<file path="src/rtl/move_exec.sv">
// Move-execution stage for the 8-puzzle datapath. It finds the blank, checks the requested move,
// and writes the new board, order and count back through the register-file write port.
module move_exec (
    input  logic        clk,
    input  logic        rst_n,
    input  logic        start,
    input  logic [1:0]  dir,
    input  logic [63:0] brd_in,
    input  logic [63:0] ord_in,
    input  logic [63:0] cnt_in,
    output logic        busy,
    output logic        done,
    output logic        legal,
    output logic        we,
    output logic [3:0]  dst,
    output logic [63:0] data
);

    typedef enum logic [2:0] {StIdle, StFind, StCheck, StWbrd, StWord, StWcnt, StDone} state_e;

    state_e      state_q, state_d;
    logic [3:0]  idx_q, idx_d;
    logic        legal_q, legal_d;
    logic [1:0]  dir_q;
    logic [63:0] brd_q, ord_q, cnt_q;

    logic        accept;
    logic [3:0]  nbr;
    logic        illegal;
    logic [63:0] new_brd;
    logic        unused_ord_msb;

    // Map a cell index (3*row+col) to its nibble position within the board word.
    function automatic logic [3:0] nib_pos(input logic [3:0] idx);
        case (idx)
            4'd0:    nib_pos = 4'd10;
            4'd1:    nib_pos = 4'd9;
            4'd2:    nib_pos = 4'd8;
            4'd3:    nib_pos = 4'd6;
            4'd4:    nib_pos = 4'd5;
            4'd5:    nib_pos = 4'd4;
            4'd6:    nib_pos = 4'd2;
            4'd7:    nib_pos = 4'd1;
            default: nib_pos = 4'd0;
        endcase
    endfunction

    function automatic logic [3:0] tile(input logic [63:0] brd, input logic [3:0] idx);
        tile = brd[{nib_pos(idx), 2'b00} +: 4];
    endfunction

    assign accept         = (state_q == StIdle) && start;
    assign unused_ord_msb = ^ord_q[63:62];

    always_ff @(posedge clk) begin
        if (!rst_n) begin
            state_q <= StIdle;
            idx_q   <= 4'd0;
            legal_q <= 1'b0;
        end else begin
            state_q <= state_d;
            idx_q   <= idx_d;
            legal_q <= legal_d;
        end
    end

    // Snapshot is taken only on acceptance and held for the whole operation.
    always_ff @(posedge clk) begin
        if (!rst_n) begin
            dir_q <= 2'd0;
            brd_q <= 64'd0;
            ord_q <= 64'd0;
            cnt_q <= 64'd0;
        end else if (accept) begin
            dir_q <= dir;
            brd_q <= brd_in;
            ord_q <= ord_in;
            cnt_q <= cnt_in;
        end
    end

    always_comb begin
        nbr = idx_q;
        case (dir_q)
            2'd0:    nbr = idx_q - 4'd3;
            2'd1:    nbr = idx_q + 4'd3;
            2'd2:    nbr = idx_q - 4'd1;
            default: nbr = idx_q + 4'd1;
        endcase
    end

    always_comb begin
        illegal = 1'b0;
        case (dir_q)
            2'd0:    illegal = idx_q < 4'd3;
            2'd1:    illegal = idx_q > 4'd5;
            2'd2:    illegal = (idx_q == 4'd0) || (idx_q == 4'd3) || (idx_q == 4'd6);
            default: illegal = (idx_q == 4'd2) || (idx_q == 4'd5) || (idx_q == 4'd8);
        endcase
        // Undoing the previous move is rejected, except on the very first move.
        if ((cnt_q != 64'd0) && (dir_q == (ord_q[1:0] ^ 2'b01))) begin
            illegal = 1'b1;
        end
    end

    always_comb begin
        new_brd = brd_q;
        new_brd[{nib_pos(idx_q), 2'b00} +: 4] = tile(brd_q, nbr);
        new_brd[{nib_pos(nbr), 2'b00} +: 4]   = 4'h9;
    end

    always_comb begin
        state_d = state_q;
        idx_d   = idx_q;
        legal_d = legal_q;
        case (state_q)
            StIdle: begin
                if (start) begin
                    state_d = StFind;
                    idx_d   = 4'd0;
                    legal_d = 1'b0;
                end
            end
            StFind: begin
                if (tile(brd_q, idx_q) == 4'h9) begin
                    state_d = StCheck;
                end else if (idx_q == 4'd8) begin
                    state_d = StDone;
                end else begin
                    idx_d = idx_q + 4'd1;
                end
            end
            StCheck: begin
                legal_d = !illegal;
                state_d = illegal ? StDone : StWbrd;
            end
            StWbrd:  state_d = StWord;
            StWord:  state_d = StWcnt;
            StWcnt:  state_d = StDone;
            StDone:  state_d = StIdle;
            default: state_d = StIdle;
        endcase
    end

    always_comb begin
        busy  = state_q != StIdle;
        done  = state_q == StDone;
        legal = (state_q == StDone) && legal_q;
        we    = 1'b0;
        dst   = 4'd0;
        data  = 64'd0;
        case (state_q)
            StWbrd: begin
                we   = 1'b1;
                dst  = 4'd1;
                data = new_brd;
            end
            StWord: begin
                we   = 1'b1;
                dst  = 4'd2;
                data = {ord_q[61:0], dir_q};
            end
            StWcnt: begin
                we   = 1'b1;
                dst  = 4'd3;
                data = cnt_q + 64'd1;
            end
            default: ;
        endcase
    end

endmodule

</file>
<file path="config.mk">
export PLATFORM = sky130hd
export DESIGN_NAME = move_exec
export DESIGN_NICKNAME = d
export VERILOG_FILES = /design/src/rtl/move_exec.sv
export SDC_FILE = /design/constraint.sdc
export NUM_CORES = 1
export LEC_CHECK = 0
export BUFFER_PORTS_ARGS = -buffer_cell sky130_fd_sc_hd__buf_2
export CORE_ASPECT_RATIO = 0.6
export CORE_MARGIN = 2
export CORE_UTILIZATION = 50
export DETAILED_ROUTE_END_ITERATION = 6
export PLACE_DENSITY = 0.77
export SLEW_MARGIN = 20
export SYNTH_ARGS = -nofsm -noshare
export SYNTH_HDL_FRONTEND = slang
export SYNTH_SLANG_ARGS = --single-unit
</file>
<file path="constraint.sdc">
create_clock -name clk -period 4.2 [get_ports clk]
set_input_delay 0.42 -clock clk [delete_from_list [all_inputs] [get_ports clk]]
set_output_delay 0.42 -clock clk [all_outputs]
set_load 0.005 [all_outputs]
</file>
# After elaboration in Yosys (flattened, before gate mapping)
# Memories as Yosys holds them, arrays and structs flattened. A register that Yosys moved wholly into a read port is not among the register bits.
# Index checks and enable logic that the tools add are counted.
# Widths: inputs -> output; s select.
# totals
n_memories	4
register_bits	200
mem_bits_ro	128
in_bits	197
# classes
n_lt_le_gt_ge	2
bitwise	1
add_sub_neg	7
reduce_logical	19
n_mux	28
n_eq_ne	19
n_shift	6
# mem_list
memory	depth	width	read_ports	rd_clocked_by_memory_dff	write_ports	line_no	text
(name not given)	8	4	1	1	0	35	case (idx)
(name not given)	8	4	1	0	0	35	
(name not given)	8	4	1	1	0	35	
(name not given)	8	4	1	0	0	35	
# op_table
op	count
$pmux 64 s3	1
$bwmux 64	2
$shift 4x8->64 const A	2
$shiftx 64x7->4	2
$add 64x1->64 const B	1
$reduce_bool 64->1	1
$shiftx 4x8->64	1
$shiftx 4x8->64 const A	1
$mux 4	8
$mux 3	8
$pmux 3 s6	1
$neg 6->8	2
$pmux 4 s3	1
$eq 3x3->1 const B	3
$eq 4x2->1 const B	2
$eq 4x3->1 const B	2
$eq 4x4->1 const B	2
$pmux 4 s2	1
$eq 3x2->1 const B	2
$ne 2x2->1 const B	3
$pmux 2 s3	1
$add 4x1->4 const B	1
$add 4x2->4 const B	1
$gt 4x3->1 const B	1
other kinds (23)	32

# Depth between registers and ports, before layout
# Gate-level depths: netlist of the first run.
# An unclocked memory read counts as a cell.
# depth
depth_word	9
ltp_mapped	20
ltp_nobuf	19

# Worst setup path before layout of the first run
# No wires, ideal clock.
# synth_path
path_type	register -> output
from	register dir_q[0]
to	output data[36]
arrival_time_ps	4008
slack_ps	-228
path_buffers	2
required_time_ps	3780
path_stages_with_launch	21
cell_sequence	dfxtp_1 > inv_1 > ha_1 > or2_2 > o21ai_0 > ha_1 > clkbuf_1 > clkinv_1 > nor3_2 > nor2_2 > nor2_4 > inv_2 > ha_1 > clkbuf_1 > inv_1 > nor3_1 > o21bai_1 > a22o_1 > nand2_1 > a21oi_1 > a311o_1
# synth_via
elab_chain_len	9
elab_cells_between_ends	16
# synth_lines
item	line_no	text
start: declaration	24	logic [1:0] dir_q;
start signal: assignment	75	dir_q <= dir;
$eq 2x2->1, or another cell as far along	84	case (dir_q)
$pmux 4 s3 *	84	
$mem_v2 8x4	--	
$mux 4	35	
$shiftx 64x7->4	49	tile = brd[{nib_pos(idx), 2'b00} +: 4];
$shiftx 4x8->64	108	new_brd[{nib_pos(idx_q), 2'b00} +: 4] = tile(brd_q, nbr);
$bwmux 64	108	
$bwmux 64 *	109	new_brd[{nib_pos(nbr), 2'b00} +: 4] = 4'h9;
$pmux 64 s3 *	152	case (state_q)
end: declaration	16	output logic [63:0] data
# Mark *: on every way between the ends. The rest lies on a longest branch, timed or not.

# Worst setup path in the final report of the first run
# layout_path
from	register dir_q[0]
to	output data[47]
# The elaborated chain is that of the path after synthesis.

==> impl_metrics.py, run 1 <==
metrics = {
    "status": {
        "status": "finished with violations",
        "violations": "design-rule violations, negative setup slack",
    },
    "critical_path": {
        "endpoint_kind": "primary output",
        "crit_start": "dir_q[0]",
        "path_cells": "inv_6 > ha_4 > xnor3_1 > and2_4 > buf_12 > nor3_4 > nor2_4 > nor2_4 > clkinv_4 > ha_4 > inv_4 > nor3_2 > o21bai_1 > a22o_4 > buf_6 > nand2_4 > a21oi_2 > a211o_1 > buf_2",
        "worst_setup_path_start_kind": "flop",
        "path_class": "flop to primary output",
        "path_buf_inv": 6,
        "critPathRequiredTime_ns": 3.78,
        "worst-endpoint-arrival_ns": 4.02,
        "cpMaxStageDelayCell": "dfxtp_4",
        "cp_slowest_stage_delay_ns": 0.39,
        "critPathTopFamily": "simple AND/OR/NAND/NOR gates",
        "reg2reg_from": "idx_q[3]",
        "crit_fanout": 5,
    },
    "sta": {
        "final_max_slew_viol_count": 0,
        "period_minus_slack_ns": 4.445,
        "fin_crit_sh_pct": 105.8,
        "hold_slack_ns": 0.1280,
        "layout_setup_ws_ns": -0.2445,
        "fmax_mhz": 225.0,
        "grt_setup_unrepaired": "yes",
        "finClkSkew_ns": 0.02527,
        "setup_viol": 63,
        "slew_headroom_pct": 38.50,
        "hold_viol": 0,
        "worstMarginPinSlew_ns": 0.9205,
    },
    "floorplan": {
        "num_io_pins": 269,
        "fp-row-count": 46,
        "start_util_pct": 51.12,
        "fp.dieH_um": 131.7,
        "dieArea_um2": 28560,
        "design.core.area_um2": 26590,
        "die_w_um": 216.9,
    },
    "worst_hold_path": {
        "hold_path.class": "input pin to flop",
        "worstHoldStart": "brd_in[44]",
    },
    "clock_tree": {
        "cts_tree": "yes",
        "cts.sinks": 204,
        "cts_buffers": 21,
        "htreeDepth": 1,
        "root_buffer": "clkbuf_16",
        "cts_hold_buf": 0,
        "cts.path.max_buffers": 3,
        "path_clk_slew_ns": 0.07,
        "clock_latency_ns": 0.54,
    },
    "route": {
        "drt_pass1_iterations": 7,
        "via_per_inst": 6.071,
        "drc": 2,
        "wl_per_cell_um": 22.71,
        "wl_mm": 59.18,
        "drt_first_iter_violations": 1940,
        "vias": 15820,
        "final_antenna_net_count": 0,
    },
    "global_route": {
        "grt_max_degree": 194,
        "grt_pass1_wl_mm": 87.29,
        "grt_pass1_vias": 14520,
        "grt_use_total_pct": 39.91,
        "antenna_found_initial": 5,
        "grt_overflow_total": 0,
    },
    "final_layout": {
        "area_growth_pct": 41.26,
        "postLayoutCoreUtil_pct": 72.21,
        "layout-drive-gt1-share_pct": 35.29,
        "nets": 2453,
    },
    "pwr": {
        "power_frac_clock_pct": 20.5,
        "p_per_area_nw_per_um2": 484.1,
        "p_int_mw": 5.340,
        "p_comb_share_pct": 52.0,
        "switching_share_pct": 42.56,
        "seqPwrFrac_pct": 27.5,
        "power.total_mw": 9.296,
        "max-vdd-ir-drop_uv": 717.3,
        "p_sw_mw": 3.956,
        "p_leak_nw": 7.598,
    },
    "placement": {
        "hpwl_mm": 44.06,
        "gp_congestion": 1.057,
        "port_buffers": 264,
    },
    "synth": {
        "syn_area_um2": 13590,
        "syn_area_per_cell_um2": 7.432,
        "syn_inst": 1829,
        "async_reset_ff_share_pct": 0,
        "yosysSeqAreaShare_pct": 30.04,
        "ys_ff_latch": 204,
        "synth-main-ff-cell": "dfxtp_1",
        "yosys_warnings": 0,
        "yosysUniqueCellTypes": 102,
        "synth-edff-count": 0,
    },
    "job": {
        "max-cap-violations": 0,
    },
}
state kept, by name, indices dropped and copies added, names as in the netlist, named ones only:
signal,flops
cnt_q,64
legal_q,1
state_q,3
brd_q,64
dir_q,2
idx_q,4
ord_q,62
power groups by stage:
| stage | clock, mW | sequential (mW) | combinational, mW |
|---|---|---|---|
| after floorplan | 0 | 2.39 | 1.94 |
| after global placement | 0 | 2.56 | 3.37 |
| after detailed placement | 0 | 2.57 | 3.40 |
| after CTS | 1.90 | 2.53 | 4.29 |
| after global routing | 1.99 | 2.58 | 5.07 |
| final | 1.90 | 2.56 | 4.83 |
per-stage QoR:
step	area, um2	setup slack, ns	std cells	setup TNS [ns]
final	19200	-0.2445	2606	-9.259
after global routing	19200	-0.3049	2604	-13.51
after CTS	18460	-0.2323	2581	-5.716
after detailed placement	16260	-0.2457	2508	-4.112
after global placement	16260	-0.3005	2508	-4.704
after floorplan	13600	0.02977	1830	0
layout make-up:
type | instances | area (um2)
Antenna cell | 2 | 5.005
Clock buffer | 33 | 650.6
Clock inverter | 5 | 37.54
Fill cell | 2150 | 7388
Inverter | 32 | 145.1
Multi-Input combinational cell | 1467 | 10280
Sequential cell | 204 | 4098
Tap cell | 360 | 450.4
Timing Repair Buffer | 503 | 3533
worst register-to-register path: cells and delay by family, from the launching register on:
kind                       cells  cell delay, ns
and+or+nand+nor                5            1.13
AOI/OAI and AO/OA              1            0.10
DFF                            1            0.49
muxes                          4            1.20
adders and majority gates      1            0.29
buffers and inverters          2            0.50
logic make-up after synthesis:
logic type               count (synthesis)  share of synthesized area [%]
XOR/XNOR                                67                          4.473
AND/OR/NAND/NOR                        827                          28.13
AO/OA/AOI/OAI                          515                          27.27
flip-flops                             204                          30.04
other                                    1                        0.02759
adder cells (fa/ha/maj)                 27                          2.485
buffers and inverters                  159                          4.878
multiplexers                            29                          2.688
layer usage:
| layer | part of all wire (%) | global-route usage, % | wire, um | up-vias |
|---|---|---|---|---|
| met5 | 0 | 0 | 0 | - |
| met4 | 2.4 | 9.589 | 1415 | 0 |
| met3 | 13 | 12.38 | 7644 | 98 |
| met2 | 41 | 57.35 | 24340 | 928 |
| met1 | 44 | 57.79 | 25790 | 7547 |
| li1 | - | - | - | 7248 |
synthesized netlist by cell type, types with 19 or more instances:
cell / count / share of area, %
ha_1: 27 / 2.5
nand3_1: 49 / 1.8
nand4_1: 29 / 1.3
xor2_1: 48 / 3.1
a21oi_1: 67 / 2.5
nor2_1: 62 / 1.7
o22ai_1: 22 / 1.0
a21boi_0: 198 / 11
inv_1: 28 / 0.77
clkbuf_1: 110 / 3.0
nor3_1: 25 / 0.92
o21ai_0: 63 / 2.3
nand2_1: 513 / 14
and3_1: 19 / 0.87
o211ai_1: 29 / 1.6
nor4_1: 20 / 0.92
dfxtp_1: 204 / 30
worst paths after layout:
path                to  slack, ns  cells past startpoint
max           data[47]      -0.24                     19
max reg2reg       flop       0.42                     13
min reg2reg  ord_q[32]       0.46                      2
min          brd_q[44]       0.13                      3
layout by cell type, fill, tap and decap left out, types with 11 or more instances in the layout:
cell	instances
nand2_1	491
buf_2	259
dfxtp_1	199
a21boi_0	197
buf_4	159
buf_6	74
nor2_1	59
xor2_1	48
a21oi_1	46
nand3_1	41
o21ai_0	38
nand4_1	29
o211ai_1	29
inv_1	21
clkbuf_16	21
nor3_1	19
nor4_1	18
and3_1	17
xnor2_1	17
a21oi_2	16
and2_1	15
nand2_2	15
ha_1	15
nor4bb_1	14
mux2i_1	13
o21ai_2	13
and4_1	13
a22oi_2	13
o22ai_2	13
o21ai_4	12
a211oi_1	11
o21ai_1	11
timing repair:
item	in CTS	in global routing
hold endpoints to repair	0	0
resized for setup	280	105
pin swaps	109	94
setup endpoints to repair	64	64
gates cloned	1	0
setup buffers	46	29
(Power assumes the default switching activity.)
==> run 2, diff against run 1 <==
--- a/config.mk
+++ b/config.mk
@@ -6,11 +6,13 @@
 export NUM_CORES = 1
 export LEC_CHECK = 0
 export BUFFER_PORTS_ARGS = -buffer_cell sky130_fd_sc_hd__buf_2
+export CELL_PAD_IN_SITES_DETAIL_PLACEMENT = 1
+export CELL_PAD_IN_SITES_GLOBAL_PLACEMENT = 2
 export CORE_ASPECT_RATIO = 0.6
 export CORE_MARGIN = 2
-export CORE_UTILIZATION = 50
+export CORE_UTILIZATION = 29
 export DETAILED_ROUTE_END_ITERATION = 6
-export PLACE_DENSITY = 0.77
+export PLACE_DENSITY = 0.79
 export SLEW_MARGIN = 20
 export SYNTH_ARGS = -nofsm -noshare
 export SYNTH_HDL_FRONTEND = slang
==> run 2 against run 1 <==
Compared with the run above: the run ends with negative setup slack left; first-iteration DRC count down 37%; maximum frequency down 4.2%; critical path depth down 3; highest routed layer unchanged; worst setup slack worse by 0.20 ns.
==> impl_metrics.py, run 2 (synthesis results as in run 1) <==
metrics = {
    "sta": {
        "layout_setup_ws_ns": -0.4408,
        "hold_viol": 0,
        "final_max_slew_viol_count": 0,
        "fmax_mhz": 215.5,
        "grt_setup_unrepaired": "yes",
        "fin_crit_sh_pct": 110.5,
        "finClkSkew_ns": 0.01396,
        "setup_viol": 64,
        "worstMarginPinSlew_ns": 0.9337,
        "slew_headroom_pct": 37.75,
        "period_minus_slack_ns": 4.641,
    },
    "final_layout": {
        "diodes": 0,
        "nets": 2439,
        "final_cells": 2859,
        "top_regs": "brd_q x64, cnt_q x64, ord_q x62",
        "layout-drive-gt1-share_pct": 34.90,
        "final_cell_mix": "495 x nand2_1, 259 x buf_2, 200 x dfxtp_1",
        "final_common_cell": "nand2_1",
        "final_cell_area_um2": 19720,
        "area_growth_pct": 45.05,
    },
    "pwr": {
        "max-vdd-ir-drop_uv": 283.8,
        "p_per_area_nw_per_um2": 496.8,
        "p_leak_nw": 7.578,
    },
    "route": {
        "wl_mm": 66.80,
        "final_antenna_net_count": 0,
        "drt_pass1_iterations": 6,
        "drt_first_iter_violations": 1217,
        "via_per_inst": 5.405,
        "vias": 15450,
        "wl_per_cell_um": 23.36,
        "drc": 0,
    },
    "critical_path": {
        "rrSetupSlack_ns": 0.41,
        "critPathRequiredTime_ns": 3.78,
        "path_class": "flop to primary output",
        "worst-endpoint-arrival_ns": 4.22,
        "reg2reg_depth": 12,
        "endpoint_kind": "primary output",
        "worst_setup_path_start_kind": "flop",
        "reg2reg_from": "idx_q[3]",
        "crit_fanout": 4,
    },
    "global_route": {
        "grt_pass1_wl_mm": 97.49,
        "grt_use_total_pct": 26.41,
        "grt_max_degree": 94,
        "grt_overflow_total": 0,
        "antenna_found_initial": 3,
        "grt_pass1_vias": 15510,
    },
    "worst_hold_path": {
        "hold_path.class": "input pin to flop",
        "hold_end": "brd_q[33]",
        "worstHoldStart": "brd_in[33]",
        "worstHoldPathCells": 3,
    },
    "job": {
        "max-cap-violations": 0,
    },
    "status": {
        "status": "finished with violations",
        "violations": "negative setup slack",
    },
    "placement": {
        "gp_congestion": 0.9391,
        "preCtsSetupSlack_ns": -0.4440,
        "dpl_cell_area_um2": 16700,
        "post-place-cells": 2779,
        "hpwl_mm": 51.32,
        "port_buffers": 264,
    },
    "clock_tree": {
        "root_buffer": "clkbuf_16",
        "cts.path.max_buffers": 3,
        "path_clk_slew_ns": 0.07,
        "htreeDepth": 1,
        "clock_latency_ns": 0.54,
        "cts_buffers": 23,
        "cts_hold_buf": 0,
        "cts.sinks": 204,
        "cts_tree": "yes",
    },
    "floorplan": {
        "fp-row-count": 61,
        "fp.dieH_um": 171.7,
        "num_io_pins": 269,
        "die_w_um": 283.5,
        "design.core.area_um2": 46250,
        "dieArea_um2": 48680,
        "start_util_pct": 29.39,
    },
}
[run 2: how the worst max path moves through the flow]
stage	startpoint	to	slack (ns)	cells past startpoint
4_1_cts	dir_q[0]	data[46]	-0.37	17
6_report	dir_q[0]	data[33]	-0.44	16
2_1_floorplan	dir_q[0]	data[38]	0.03	20
3_5_place_dp	dir_q[1]	data[28]	-0.44	15
3_3_place_gp	dir_q[0]	data[31]	-0.33	18
5_1_grt	dir_q[0]	data[33]	-0.49	16
[run 2: timing repair]
item | 4_1_cts | 5_1_grt
resized for setup | 232 | 141
cloned | 2 | 0
buffers inserted | 33 | 24
setup endpoints to repair | 64 | 64
pin swaps | 98 | 92
[run 2: worst max-delay path: stages (launching register included)]
cell and delay (ns):
dfxtp_4 0.39, inv_4 0.05, buf_6 0.12, ha_4 0.16, or4_4 0.48, o211a_4 0.17, buf_6 0.11, mux2_4 0.32
nor2_4 0.16, nand2_2 0.10, buf_6 0.14, a221o_1 0.36, o32a_4 0.46, buf_6 0.16, mux2i_1 0.19, o22ai_2 0.14
buf_2 0.17
[run 2: metal layers]
layer | global-route usage [%] | part of all wire (%) | up-vias
li1 | - | - | 7221
met1 | 37.11 | 47 | 7647
met2 | 42.20 | 44 | 513
met3 | 5.398 | 7.5 | 73
met4 | 4.440 | 1.7 | 0
met5 | 0 | 0 | -
[run 2: cell type report]
| class | count | area, um2 |
|---|---|---|
| fill | 5585 | 26540 |
| multi-input combinational | 1467 | 10350 |
| sequential | 204 | 4096 |
| timing repair buffer | 487 | 3575 |
| tap | 630 | 788.3 |
| clock buffer | 32 | 679.4 |
| inverter | 32 | 135.1 |
| clock inverter | 7 | 93.84 |
[run 2: where the power goes]
part	switching [mW]	total (mW)	leakage, nW	internal, mW
logic	2.93	5.10	5.53	2.18
registers	0.380	2.56	1.67	2.18
clock network	0.886	2.13	0.377	1.25
total	4.19	9.79	7.58	5.60
[run 2: through the flow]
stage | hold WS [ns] | power (mW) | util (%) | setup TNS, ns
after global placement | 0.4480 | 6.117 | 36.10 | -7.425
after floorplan | 0.4387 | 4.326 | - | 0
final | 0.1236 | 9.795 | 42.63 | -19.89
after detailed placement | 0.4592 | 6.194 | 36.10 | -14.32
after global routing | 0.1204 | 10.20 | 42.63 | -24.55
after CTS | 0.09756 | 9.213 | 40.75 | -18.71
